==> src/rtl/nor3_bist_pkg.sv <==
// nor3_bist_pkg: state encoding, last vector index and NOR reference value for the NOR3 BIST sequencer.
package nor3_bist_pkg;
    typedef enum logic [1:0] {IDLE, DRIVE, SAMPLE, DONE} state_t;
    localparam logic [2:0] VEC_LAST = 3'd7;
    function automatic logic nor3_expected(input logic [2:0] vec);
        return ~|vec;
    endfunction
endpackage

==> src/rtl/nor3_settle_timer.sv <==
// nor3_settle_timer: down-counter that sets expired once load_val cycles have passed since load.
module nor3_settle_timer (
    input  logic       clk,
    input  logic       rst_n,
    input  logic       load,
    input  logic [3:0] load_val,
    output logic       expired
);
    logic [3:0] cnt;
    always_ff @(posedge clk or negedge rst_n) begin
        if (!rst_n) cnt <= '0;
        else if (load) cnt <= load_val;
        else if (cnt != 4'd0) cnt <= cnt - 4'd1;
    end
    assign expired = cnt == 4'd0;
endmodule

==> src/rtl/nor3_bist_ctrl.sv <==
// nor3_bist_ctrl: sweeps {A,B,C} through all 8 vectors, checks F against NOR and reports pass/fail.
// Optional first-failure capture on fail_vec when NOR3_BIST_FAIL_CAPTURE_EN is defined.
module nor3_bist_ctrl
    import nor3_bist_pkg::*;
#(
    parameter int SETTLE_CYCLES = 2,
    parameter int NUM_SWEEPS    = 1,
    parameter int ERR_W         = 5
) (
    input  logic             clk,
    input  logic             rst_n,
    input  logic             start,
    input  logic             F,
    output logic             A,
    output logic             B,
    output logic             C,
    output logic             busy,
    output logic             done,
    output logic             pass,
`ifdef NOR3_BIST_FAIL_CAPTURE_EN
    output logic [2:0]       fail_vec,
`endif
    output logic [ERR_W-1:0] err_count
);
    localparam logic [3:0] SETTLE_LOAD = 4'(SETTLE_CYCLES - 1);
    localparam logic [3:0] SWEEP_LAST  = 4'(NUM_SWEEPS - 1);
    state_t            state;
    logic [2:0]        vec;
    logic [3:0]        sweep;
    logic [ERR_W-1:0]  err_nxt;
    logic              active, expired, mismatch, run_end, load;
    assign active    = state == DRIVE || state == SAMPLE;
    assign {A, B, C} = active ? vec : 3'b000;
    assign busy      = active;
    assign done      = state == DONE;
    assign mismatch  = state == SAMPLE && F != nor3_expected(vec);
    assign err_nxt   = (mismatch && err_count != '1) ? err_count + 1'b1 : err_count;
    assign run_end   = vec == VEC_LAST && sweep == SWEEP_LAST;
    // Reload the settle timer on every entry into DRIVE.
    assign load      = (state == IDLE && start) || (state == SAMPLE && !run_end);
    nor3_settle_timer u_timer (
        .clk      (clk),
        .rst_n    (rst_n),
        .load     (load),
        .load_val (SETTLE_LOAD),
        .expired  (expired)
    );
    always_ff @(posedge clk or negedge rst_n) begin
        if (!rst_n) begin
            state     <= IDLE;
            vec       <= '0;
            sweep     <= '0;
            err_count <= '0;
            pass      <= 1'b0;
        end else begin
            case (state)
                IDLE: if (start) begin
                    state     <= DRIVE;
                    vec       <= '0;
                    sweep     <= '0;
                    err_count <= '0;
                    pass      <= 1'b0;
                end
                DRIVE: if (expired) state <= SAMPLE;
                SAMPLE: begin
                    err_count <= err_nxt;
                    if (run_end) begin
                        state <= DONE;
                        pass  <= err_nxt == '0;
                    end else begin
                        state <= DRIVE;
                        vec   <= vec + 3'd1;
                        if (vec == VEC_LAST) sweep <= sweep + 4'd1;
                    end
                end
                DONE: state <= IDLE;
                default: state <= IDLE;
            endcase
        end
    end
`ifdef NOR3_BIST_FAIL_CAPTURE_EN
    // err_count only grows within a run, so zero marks the first mismatch.
    always_ff @(posedge clk or negedge rst_n) begin
        if (!rst_n) fail_vec <= '0;
        else if (state == IDLE && start) fail_vec <= '0;
        else if (mismatch && err_count == '0) fail_vec <= vec;
    end
`endif
endmodule

==> config.mk <==
export PLATFORM = sky130hd
export DESIGN_NAME = nor3_bist_ctrl
export DESIGN_NICKNAME = d
export VERILOG_FILES = /design/src/rtl/nor3_bist_pkg.sv /design/src/rtl/nor3_settle_timer.sv /design/src/rtl/nor3_bist_ctrl.sv
export SDC_FILE = /design/constraint.sdc
export NUM_CORES = 1
export LEC_CHECK = 0
export ABC_AREA = 1
export ABC_CLOCK_PERIOD_IN_PS = 1500
export BUFFER_PORTS_ARGS = -buffer_cell sky130_fd_sc_hd__buf_2
export CORE_ASPECT_RATIO = 0.75
export CORE_UTILIZATION = 40
export DETAILED_ROUTE_END_ITERATION = 7
export HOLD_SLACK_MARGIN = 0.1
export SYNTH_ARGS = -nofsm -noshare
export SYNTH_HDL_FRONTEND = slang
export SYNTH_SLANG_ARGS = --single-unit
==> constraint.sdc <==
create_clock -name clk -period 1.5 [get_ports clk]
set_input_delay 0.15 -clock clk [delete_from_list [all_inputs] [get_ports clk]]
set_output_delay 0.15 -clock clk [all_outputs]
set_load 0.02 [all_outputs]
# Word-level counts from Yosys, hierarchy flattened
# Index checks and enable logic that the tools add are counted.
# op_classes
n_mux,20
eq_ne,11
n_reduce_logical,22
add_sub_neg,4
# ops
op,n
4-bit 2-to-1 mux,5
5-bit 2-to-1 mux,2
5-bit case mux with 2 select lines,1
3-bit 2-to-1 mux,3
4-bit logical NOT,2
2-bit != test (second input constant),4
2-bit case mux with 4 select lines,1
4-bit case mux with 2 select lines,1
2-bit 2-to-1 mux,3
3-bit case mux with 2 select lines,1
3-bit AND reduction,2
5-bit by 1-bit adder with 5-bit output (second input constant),1
1-bit logical AND,5
5-bit logical NOT,1
5-bit != test (second input constant),1
4-bit by 1-bit adder with 4-bit output (second input constant),1
2-bit equality test (second input constant),2
2-bit AND reduction,2
4-bit AND reduction,1
2-bit nonzero test,2
4-bit nonzero test,1
4-bit by 1-bit subtractor with 4-bit output (second input constant),1
3-bit by 1-bit adder with 3-bit output (second input constant),1
3-bit equality test (second input constant),1
9 further kinds,12
# totals
in_bits,4
wordCells,63
register_bits,19
output_inout_bits,11

# Logic depth before layout (Yosys ltp)
# Gate-level depths: netlist (run 1).
# logic_depth
word_depth,9
ltp_mapped,11

# By module
# A second synthesis (run 1) with hierarchy kept.
# hier_totals
hier_cells,174
area_unflattened_um2,1328.8
# by_module_without_submodules
module,area_per_inst_um2,n_inst,seq_area_each_um2,cells_per_inst
nor3_bist_ctrl,1086.0,1,375.4,140
nor3_settle_timer,242.7,1,100.1,34

# Worst setup path before layout (run 1)
# OpenSTA, ideal clock, no wires.
# synth_path
kind,reg-to-reg
from,reg err_count[0]
to,reg err_count[2]
setup_time_ns,0.121
n_path_buf,0
required_time_ns,1.379
path_stages_with_launch,10
period_less_slack_ns,1.707
slack_ns,-0.207
arrival_time_ns,1.586
cell_sequence,dfrtp_1 ha_1 nand2_1 nor2_1 ha_1 inv_1 nand4_2 nand2_1 nand2_1 a22o_1
# synth_via
elab_chain_len,4
word_cells_on_any_way,5
# synth_lines
element,line_no,text
"start, declared",nor3_bist_ctrl.sv:23,output logic [ERR_W-1:0] err_count
"start signal, assigned",nor3_bist_ctrl.sv:66,err_count <= err_nxt;
branches (longest 2 deep; another with 5-bit by 1-bit adder with 5-bit output),n/a,
5-bit 2-to-1 mux (*),nor3_bist_ctrl.sv:37,assign err_nxt = (mismatch && err_count != '1) ? err_count + 1'b1 : err_count;
5-bit case mux with 2 select lines (*),nor3_bist_ctrl.sv:56,case (state)
# Mark *: on every way between the ends.
# A chain may end at the register's enable or synchronous reset.

# Final worst setup path (run 1)
# layout_path
from,reg vec[0]
to,reg sweep[3]
# layout_via
elab_chain_len,4
word_cells_on_any_way,5
# layout_lines
element,line_no,text
"start, declared",nor3_bist_ctrl.sv:28,logic [2:0] vec;
"start signal, assigned",nor3_bist_ctrl.sv:72,vec <= vec + 3'd1;
3-bit equality test (*),"nor3_bist_ctrl.sv:38, nor3_bist_ctrl.sv:73",
1-bit logical AND,nor3_bist_ctrl.sv:38,assign run_end = vec == VEC_LAST && sweep == SWEEP_LAST;
2-bit != test (no source line),n/a,
4-bit AND reduction (no source line) (*),n/a,
"end signal, assigned",nor3_bist_ctrl.sv:73,if (vec == VEC_LAST) sweep <= sweep + 4'd1;
"end, declared",nor3_bist_ctrl.sv:29,logic [3:0] sweep;
# Mark *: on every way between the ends. The rest lies on a longest branch, timed or not.

==> results of run 1 <==
==> state kept, by name, indices dropped and copies added, names as in the netlist <==
register and cells:
u_timer.cnt 4, pass 1, err_count 5, sweep 4, vec 3, state 2
==> power breakdown <==
part           internal (mW)  total [mW]  switching (mW)  leakage (nW)
sequential             0.677       0.834           0.157         0.247
clock                  0.185       0.368           0.183        0.0255
combinational          0.963        2.27            1.30         0.658
total                   1.83        3.47            1.64         0.930
==> final cells by class <==
type,instances,share of cell area
repair buffers,38,0.1586
flip-flops and latches,19,0.2652
multi-input cells,109,0.4584
well taps,38,0.02632
inverters,31,0.06579
clock buffers,3,0.02285
clock inverters,1,0.002770
==> worst max-delay path: stages, from the launching register on <==
cell and delay, ps:
dfrtp_1 420, ha_2 220, ha_4 160, nand4_1 100, inv_2 50, nand2_2 70, nand2_2 70, nor2_4 190
nand4_1 100, o21ai_1 90
==> metal layers <==
layer / track usage / up-vias / routed length (µm)
li1: - / 594 / -
met1: 0.2648 / 595 / 1533
met2: 0.3517 / 29 / 1693
met3: 0.06027 / 4 / 134
met4: 0.04610 / 0 / 20
met5: 0 / - / 0
==> synth_stat cells, drive strengths merged <==
cell type  instances  share of area
nand2             34           0.11
inv               31          0.091
dfrtp             19           0.37
nor2              15          0.063
ha                14           0.14
o21ai             14          0.055
nand3             12          0.051
nand4              5          0.029
a22o               3          0.020
nor3               3          0.012
a21oi              2          0.011
o31ai              2          0.016
xnor2              2          0.014
xor2               2          0.014
a31oi              1         0.0049
buf                1         0.0088
==> kinds of logic after synthesis <==
family / Yosys count / share of synthesized area
buffers and inverters: 32 / 0.09941
AND/OR/NAND/NOR: 69 / 0.2602
XOR/XNOR: 4 / 0.02730
flip-flops: 19 / 0.3704
AO/OA/AOI/OAI: 22 / 0.1062
adder cells (fa/ha/maj): 14 / 0.1365
==> timing repair <==
action,4_1_cts,5_1_grt
gates resized for setup,14,31
pin swaps,12,5
hold buffers,1,0
endpoints found under the hold margin,19,0
setup endpoints to repair,15,16
buffers inserted,4,5
==> through the flow <==
step             util  TNS [ps]  hold WS (ps)  worst slack (ps)  std cells
3_5_place_dp   0.5156    -302.7         128.1            -59.23        225
2_1_floorplan       -    -36.55        -145.6            -12.36        160
5_1_grt        0.6024     -1025         306.0            -123.7        239
4_1_cts        0.5615    -56.28         317.3            -15.56        234
3_3_place_gp   0.5156    -55.16         123.4            -31.63        225
6_report       0.6024    -100.5         302.0            -37.17        239
==> how the worst min path moves through the flow <==
| stage | depth (start not counted) | endpoint | slack [ps] | from |
|---|---|---|---|---|
| after floorplan | 0 | err_count[0]$_DFFE_PN0P_ | -150 | rst_n |
| after global placement | 1 | err_count[3]$_DFFE_PN0P_ | 120 | rst_n |
| after detailed placement | 1 | err_count[3]$_DFFE_PN0P_ | 130 | rst_n |
| after CTS | 5 | u_timer.cnt[0]$_DFFE_PN0P_ | 320 | start |
| after global routing | 5 | u_timer.cnt[0]$_DFFE_PN0P_ | 310 | start |
| final | 5 | u_timer.cnt[0]$_DFFE_PN0P_ | 300 | start |
==> metrics.md, run 1 <==
| Metric | Value |
|---|---|
| Clock skew | 2.906 ps |
| Minimum clock period | 1537 ps |
| Fmax | 0.6505 GHz |
| Initial antenna violation count | 0 |
| Post-route ant nets | 0 |
| Worst Hold Class | primary input to flip-flop |
| DR iter-0 viols | 51 |
| Ys Warns | 0 |
| Crit Path Class | flip-flop to flip-flop |
| Post-placement cell area | 1546 µm² |
| CTS max path bufs | 2 |
| Fin area | 1807 µm² |
| Setup violators final | 4 |
| Critical path launch point type | flip-flop |
| Crit path launch | vec[0]$_DFFE_PN0P_ |
| Worst Path Arrival | 1730 ps |
| Synth Instances | 160 |
| Critical Path End Type | flip-flop |
| # fillers | 238 |
| Worst Path Required | 1690 ps |
| Pin count of the biggest net entering global routing | 20 |
| Mapped cell area | 1284 µm² |
| # H-tree levels | 1 |
| Most common cell after layout, fill and taps aside | nand2_1 |
| Hold Fails Final Rpt | 0 |
| Initial Util | 0.4280 |
| Synth Area per Inst | 8.023 µm² |
| Ant diodes | 0 |
| Status | complete, but fails checks |
| Worst reg2reg path startpoint | vec[0]$_DFFE_PN0P_ |
| Register area share after synthesis | 0.3704 |
| RSZ-0062 raised after global routing | yes |
| R2R Path End | sweep[3]$_DFFE_PN0P_ |
| Final net count | 220 |
| Die Y | 51.06 µm |
| Post-synth cell types | 25 |
| Lkg Pwr | 0.9302 nW |
| Die X | 67.42 µm |
| Multi-input gate area in the final layout | 828.3 µm² |
| Synthesized Nets | 178 |
| # clock sinks | 19 |
| Slew headroom | 0.6895 |
| Register Area | 479.2 µm² |
| Rows | 17 |
| Core ar. | 2999 µm² |
| Reg2reg path depth | 9 |
| Crit path to | sweep[3]$_DFFE_PN0P_ |
| Wire length per cell | 14.15 µm |
| Pwr Total | 3.468 mW |
| Root Buffer | clkbuf_8 |
| GRT Total Usage | 0.2099 |
| Max Cap Viol | 0 |
| Final worst-path cycle share | 1.025 |
| Clk Latency, worst-skew pair | 260 ps |
| Vias per inst | 5.113 |
| Area Overhead vs Synth | 40.74% |
| Register bit count reported by yosys | 19 |
| Tightest Pin Transition | 465.8 ps |
| CTS Buf Count | 3 |
| Fin. max-slew vios | 0 |
| Crit Path Max Fanout | 8 |
| Failing checks | negative setup slack |
| Global-route wire length before repair | 5278 µm |
| Die ar. | 3442 µm² |
| Most frequent cells in the layout | 23 x nand2_1, 22 x buf_4, 16 x inv_2, 16 x dfrtp_1, 14 x inv_1 |
| Vias in the first global route | 1178 |
| HPWL Detailed | 2262 µm |
| Vias | 1222 |
| RePlAce Congestion | 0.8267 |
| GRT overflow | 0 |
| Clock-pin slew on the worst setup and hold paths | 80 ps |
| Final WS setup | -37.17 ps |
| Share of layout cells above drive strength 1 | 0.4726 |
| Total wire length | 3381 µm |
| Cell area power density | 1920 nW/µm² |
| DRC violations left | 0 |
| R2R setup slack | -40 ps |
| Number of port buffers | 14 |
| First-pass DRT Iterations | 4 |
| Worst IR drop on VDD | 0.001184 V |
| CTS tree | yes |
| I/O Pins | 15 |
Power figures use the tool's default switching activity.
==> run 2, diff against run 1 <==
--- a/config.mk
+++ b/config.mk
@@ -6,7 +6,7 @@
 export NUM_CORES = 1
 export LEC_CHECK = 0
 export ABC_AREA = 1
-export ABC_CLOCK_PERIOD_IN_PS = 1500
+export ABC_CLOCK_PERIOD_IN_PS = 1400
 export BUFFER_PORTS_ARGS = -buffer_cell sky130_fd_sc_hd__buf_2
 export CORE_ASPECT_RATIO = 0.75
 export CORE_UTILIZATION = 40
@@ -15,3 +15,4 @@
 export SYNTH_ARGS = -nofsm -noshare
 export SYNTH_HDL_FRONTEND = slang
 export SYNTH_SLANG_ARGS = --single-unit
+export TNS_END_PERCENT = 5
==> constraint.sdc (replaced) <==
create_clock -name clk -period 1.4 [get_ports clk]
set_input_delay 0.14 -clock clk [delete_from_list [all_inputs] [get_ports clk]]
set_output_delay 0.14 -clock clk [all_outputs]
set_load 0.02 [all_outputs]
==> run 2 against run 1 <==
The run still ends with negative setup slack left. Register-to-register slack worse by 80 ps. Sequential power rose by 2.9%. Count of clock-buffer cells in the layout unchanged. Flip-flop and latch count unchanged. Routed wire length decreased by 8.1%. Sequential share of layout area down 0.23 points. Via count shrank 2.1%. Critical endpoint is now pass$_DFFE_PN0P_. Largest power group unchanged.
==> metrics.md, run 2 (same netlist as run 1, synthesis figures left out) <==
| Metric | Value |
|---|---|
| Vias in the first global route | 1114 |
| Clock skew | 0.8487 ps |
| Die Y | 51.06 µm |
| Failing checks | negative setup slack |
| Pre-CTS setup slack | -145.2 ps |
| Crit Path Class | flip-flop to flip-flop |
| DR iter-0 viols | 27 |
| Rows | 17 |
| Top Registers | err_count x5, sweep x4, u_timer.cnt x4 |
| R2R setup slack | -120 ps |
| Vias per inst | 4.902 |
| Final Util | 0.6062 |
| Ant diodes | 0 |
| Final net count | 225 |
| Final worst-path cycle share | 1.086 |
| Placed cells | 234 |
| Area Overhead vs Synth | 41.62% |
| Worst IR drop on VDD | 0.001424 V |
| Status | complete, but fails checks |
| Minimum clock period | 1520 ps |
| Cell area power density | 2008 nW/µm² |
| CTS max path bufs | 2 |
| Hold Fails Final Rpt | 0 |
| Clk Latency, worst-skew pair | 260 ps |
| CTS Buf Count | 3 |
| Setup TNS | -816.5 ps |
| Die X | 67.42 µm |
| GRT overflow | 0 |
| Total wire length | 3106 µm |
| Finished Layout Cells | 244 |
| Crit path launch | err_count[1]$_DFFE_PN0P_ |
| Die ar. | 3442 µm² |
| Max Cap Viol | 0 |
| Final WS setup | -119.8 ps |
| I/O Pins | 15 |
| Post-route ant nets | 0 |
| Fin. max-slew vios | 0 |
| HPWL Detailed | 2222 µm |
| CTS tree | yes |
| Wire length per cell | 12.73 µm |
| Worst Path Required | 1550 ps |
| Core ar. | 2999 µm² |
| Worst Hold Class | primary input to asynchronous set/reset pin |
| CP max stage cell | dfrtp_2 |
| Tightest Pin Transition | 446.4 ps |
| Worst Path Arrival | 1670 ps |
| RSZ-0062 raised after global routing | yes |
| Initial antenna violation count | 0 |
| Most common cell after layout, fill and taps aside | buf_4 |
| Global-route wire length before repair | 5009 µm |
| Setup violators final | 13 |
| Crit Path Max Fanout | 2 |
| Clock-pin slew on the worst setup and hold paths | 70 ps |
| Critical Path End Type | flip-flop |
| Share of layout cells above drive strength 1 | 0.4515 |
| Pin count of the biggest net entering global routing | 20 |
| Hold WS | 354.0 ps |
| # fillers | 258 |
| # H-tree levels | 1 |
| R2R Path End | pass$_DFFE_PN0P_ |
| Top reg by flops | err_count |
| Initial Util | 0.4280 |
| Crit path cell chain | ha_4 > nand2_4 > nor2_4 > ha_4 > buf_4 > nor2_4 > nand2_1 > nand2_2 > nor2_1 > nand3_1 > nand2_1 |
| Slew headroom | 0.7024 |
| # clock sinks | 19 |
| Fmax | 0.6580 GHz |
| CP peak stage delay | 420 ps |
| Number of port buffers | 14 |
| Vias | 1196 |
| Crit path to | pass$_DFFE_PN0P_ |
| First-pass DRT Iterations | 4 |
| Largest register FFs | 5 |
| Most frequent cells in the layout | 28 x buf_4, 21 x nand2_1, 20 x inv_1 |
| Root Buffer | clkbuf_8 |
| Lkg Pwr | 0.9532 nW |
| Worst reg2reg path startpoint | err_count[1]$_DFFE_PN0P_ |
| RePlAce Congestion | 0.8417 |
| DRC violations left | 0 |
| GRT Total Usage | 0.1951 |
| Reg2reg path depth | 11 |
| Critical path launch point type | flip-flop |
-- run 2: cell count changes in the layout (fill, tap and decap cells not counted), sizes merged --
cell	delta
buf	+5
-- run 2: stage by stage --
stage,total power [mW],instance area [µm²]
after floorplan,2.181,1310
after global placement,2.894,1602
after detailed placement,2.952,1602
final,3.650,1818
after global routing,3.974,1818
after CTS,3.500,1750
-- run 2: layout make-up --
type	count	area (µm²)	area share
inverter	31	118.9	0.06538
multi-input combinational	109	822.0	0.4522
timing repair buffer	43	305.3	0.1679
tap	38	47.55	0.02615
sequential	19	478.0	0.2629
clock buffer	3	41.29	0.02271
clock inverter	1	5.005	0.002753
-- run 2: routing by layer --
layer | routed length, µm | global-route usage | vias to the layer above | share of wire
met5 | 0 | 0 | - | 0
met4 | 18 | 0.03191 | 0 | 0.0058
met3 | 156 | 0.04018 | 3 | 0.050
met2 | 1513 | 0.3083 | 31 | 0.49
met1 | 1417 | 0.2760 | 559 | 0.46
li1 | - | - | 603 | -
-- run 2: repair_timing --
item | CTS | global route
resized for setup | 17 | 20
endpoints found under the setup margin | 22 | 23
gates cloned | 0 | 0
hold buffers | 1 | 0
setup buffers | 5 | 0
pin swaps | 14 | 10
hold endpoints to repair | 19 | 0
-- run 2: how the worst min path moves through the flow --
stage	end	depth (start not counted)	slack [ps]
after floorplan	err_count[0]$_DFFE_PN0P_	0	-160
after global placement	err_count[3]$_DFFE_PN0P_	1	120
after detailed placement	pass$_DFFE_PN0P_	1	120
after CTS	err_count[4]$_DFFE_PN0P_	2	360
after global routing	err_count[4]$_DFFE_PN0P_	2	380
final	pass$_DFFE_PN0P_	2	350
-- run 2: where the power goes --
group	switching [mW]	internal, mW	total [mW]
sequential	0.135	0.723	0.858
combinational	1.35	1.06	2.41
clock	0.187	0.198	0.386
-- run 2: critical path, delay by kind of cell (launching register included) --
kind | cells | cell delay (ps)
adders and majority gates | 2 | 340
buffers and inverters | 1 | 140
DFF | 1 | 420
and+or+nand+nor | 8 | 510
==> run 3, diff against run 2 <==
--- a/config.mk
+++ b/config.mk
@@ -12,6 +12,7 @@
 export CORE_UTILIZATION = 40
 export DETAILED_ROUTE_END_ITERATION = 7
 export HOLD_SLACK_MARGIN = 0.1
+export PLACE_DENSITY_LB_ADDON = 0.08
 export SYNTH_ARGS = -nofsm -noshare
 export SYNTH_HDL_FRONTEND = slang
 export SYNTH_SLANG_ARGS = --single-unit
==> run 3 against run 2 <==
The flow still finishes with violations (negative setup slack). Hold slack better by 12 ps. Non-clock buffer count unchanged. Setup slack better by 16 ps. First-iteration DRC count up 120%. Critical endpoint is now err_count[2]$_DFFE_PN0P_.
==> metrics.md, run 3 (same netlist as run 1, synthesis figures left out) <==
| Metric | Value |
|---|---|
| Global Route met3 Usage | 0.05357 |
| Most common cell after layout, fill and taps aside | buf_4 |
| Placed cells | 234 |
| # clock sinks | 19 |
| # fillers | 260 |
| DRC violations left | 0 |
| Vias | 1167 |
| Top Registers | err_count x5, sweep x4, u_timer.cnt x4 |
| Die Y | 51.06 µm |
| Share of layout cells above drive strength 1 | 0.4660 |
| Register Area | 479.2 µm² |
| Post-route ant nets | 0 |
| Final worst-path cycle share | 1.074 |
| DR iter-0 viols | 60 |
| Crit path cell chain | ha_4 > nand2_4 > nor2_4 > ha_4 > inv_4 > nand4_4 > nand2_2 > nand2_2 > a22o_1 |
| Final net count | 225 |
| Hold Fails Final Rpt | 0 |
| Clk Latency, worst-skew pair | 260 ps |
| CTS Buf Count | 3 |
| Top reg by flops | err_count |
| First-pass DRT Iterations | 4 |
| Tightest Pin Transition | 477.2 ps |
| I/O Pins | 15 |
| HPWL Detailed | 2177 µm |
| Finished Layout Cells | 244 |
| RePlAce Congestion | 0.7532 |
| Largest register FFs | 5 |
| Wire length per cell | 11.77 µm |
| Fin. max-slew vios | 0 |
| Pin count of the biggest net entering global routing | 20 |
| Vias in the first global route | 1159 |
| Die ar. | 3442 µm² |
| Worst IR drop on VDD | 0.001275 V |
| Setup violators final | 15 |
| CTS tree | yes |
| CTS max path bufs | 2 |
| Reg2reg path depth | 9 |
| Core ar. | 2999 µm² |
| Fin area | 1852 µm² |
| GRT overflow | 0 |
| Failing checks | negative setup slack |
| Critical Path End Type | flip-flop |
| Fmax | 0.6650 GHz |
| Lkg Pwr | 0.9626 nW |
| Met1 Use GR | 0.2624 |
| CP max stage cell | dfrtp_2 |
| Crit Path Class | flip-flop to flip-flop |
| Area Overhead vs Synth | 44.25% |
| Initial Util | 0.4280 |
| Clock-pin slew on the worst setup and hold paths | 70 ps |
| Multi-input gate area in the final layout | 837.1 µm² |
| RSZ-0062 raised after global routing | yes |
| Worst Path Arrival | 1650 ps |
| Critical path launch point type | flip-flop |
| Root Buffer | clkbuf_8 |
| R2R Path End | err_count[2]$_DFFE_PN0P_ |
| Worst Hold Class | primary input to asynchronous set/reset pin |
| Post-placement cell area | 1602 µm² |
| Worst reg2reg path startpoint | err_count[0]$_DFFE_PN0P_ |
| Minimum clock period | 1504 ps |
| Rows | 17 |
| Initial antenna violation count | 0 |
| Number of port buffers | 14 |
| Final Util | 0.6174 |
| Layer with the highest usage | met2 |
| Cell area power density | 2024 nW/µm² |
| Most frequent cells in the layout | 27 x buf_4, 25 x nand2_1, 16 x inv_1, 16 x dfrtp_1, 13 x inv_2 |
| Status | complete, but fails checks |
| Final WS setup | -103.7 ps |
| # H-tree levels | 1 |
| Max Cap Viol | 0 |
| Ant diodes | 0 |
| Setup TNS | -973.2 ps |
| R2R setup slack | -100 ps |
| Worst Path Required | 1550 ps |
| CP peak stage delay | 430 ps |
| GRT Total Usage | 0.1929 |
| Slew headroom | 0.6818 |
| Total wire length | 2872 µm |
| M2 GR Usage | 0.3117 |
| Die X | 67.42 µm |
| Clock skew | 4.027 ps |
| Vias per inst | 4.783 |
| Crit Path Max Fanout | 5 |
| Hold WS | 365.8 ps |
| Global-route wire length before repair | 5023 µm |
-- run 3: changes by cell type in the layout (fill, tap and decap cells not counted), moves of 3 or more --
| cell | before | now |
|---|---|---|
| inv_1 | 20 | 16 |
| buf_6 | 0 | 3 |
| nand2_1 | 21 | 25 |
| nand2_2 | 12 | 6 |
| inv_2 | 10 | 13 |
-- run 3: where the power goes --
part	switching, mW	internal [mW]	leakage (nW)
Clock	0.191	0.203	0.0228
Combinational	1.38	1.11	0.693
Sequential	0.141	0.726	0.247
Total	1.71	2.04	0.963
-- run 3: how the worst max path moves through the flow --
stage                                  start                  endpoint  cells past startpoint
finish              err_count[0]$_DFFE_PN0P_  err_count[2]$_DFFE_PN0P_                      9
global route              vec[1]$_DFFE_PN0P_      sweep[3]$_DFFE_PN0P_                      9
CTS                 err_count[1]$_DFFE_PN0P_  err_count[2]$_DFFE_PN0P_                      9
detailed placement        vec[0]$_DFFE_PN0P_      sweep[2]$_DFFE_PN0P_                      9
global placement    err_count[1]$_DFFE_PN0P_          pass$_DFFE_PN0P_                     11
floorplan           err_count[1]$_DFFE_PN0P_  err_count[2]$_DFFE_PN0P_                      9
-- run 3: layout make-up --
type | instances | share of cell area
Multi-Input combinational cell | 109 | 0.4520
Tap cell | 38 | 0.02568
Clock buffer | 4 | 0.02432
Sequential cell | 19 | 0.2588
Inverter | 31 | 0.06554
Timing Repair Buffer | 43 | 0.1736
-- run 3: critical path, delay by kind of cell, from the launching register on --
family                     cells  cell delay [ps]
adders and majority gates      2              340
DFF                            1              430
buffers and inverters          1               70
AOI/OAI and AO/OA              1              190
and+or+nand+nor                5              360
-- run 3: per-stage QoR --
stage | setup slack, ps | total power, mW
detailed placement | -161.5 | 2.944
CTS | -134.1 | 3.552
global placement | -111.1 | 2.882
global route | -209.0 | 4.091
finish | -103.7 | 3.749
floorplan | -112.4 | 2.181
-- run 3: timing repair --
action,in CTS,in global routing
pin swaps,8,13
resized for setup,18,32
hold buffers,1,0
hold endpoints to repair,19,0
setup endpoints to repair,21,22
setup buffers,1,4
cloned,0,0
-- run 3: layer usage --
metal,part of all wire,wire length [µm],vias up
li1,-,-,607
met4,0.0045,13,0
met5,0,0,-
met3,0.041,117,3
met2,0.47,1344,21
met1,0.49,1396,536
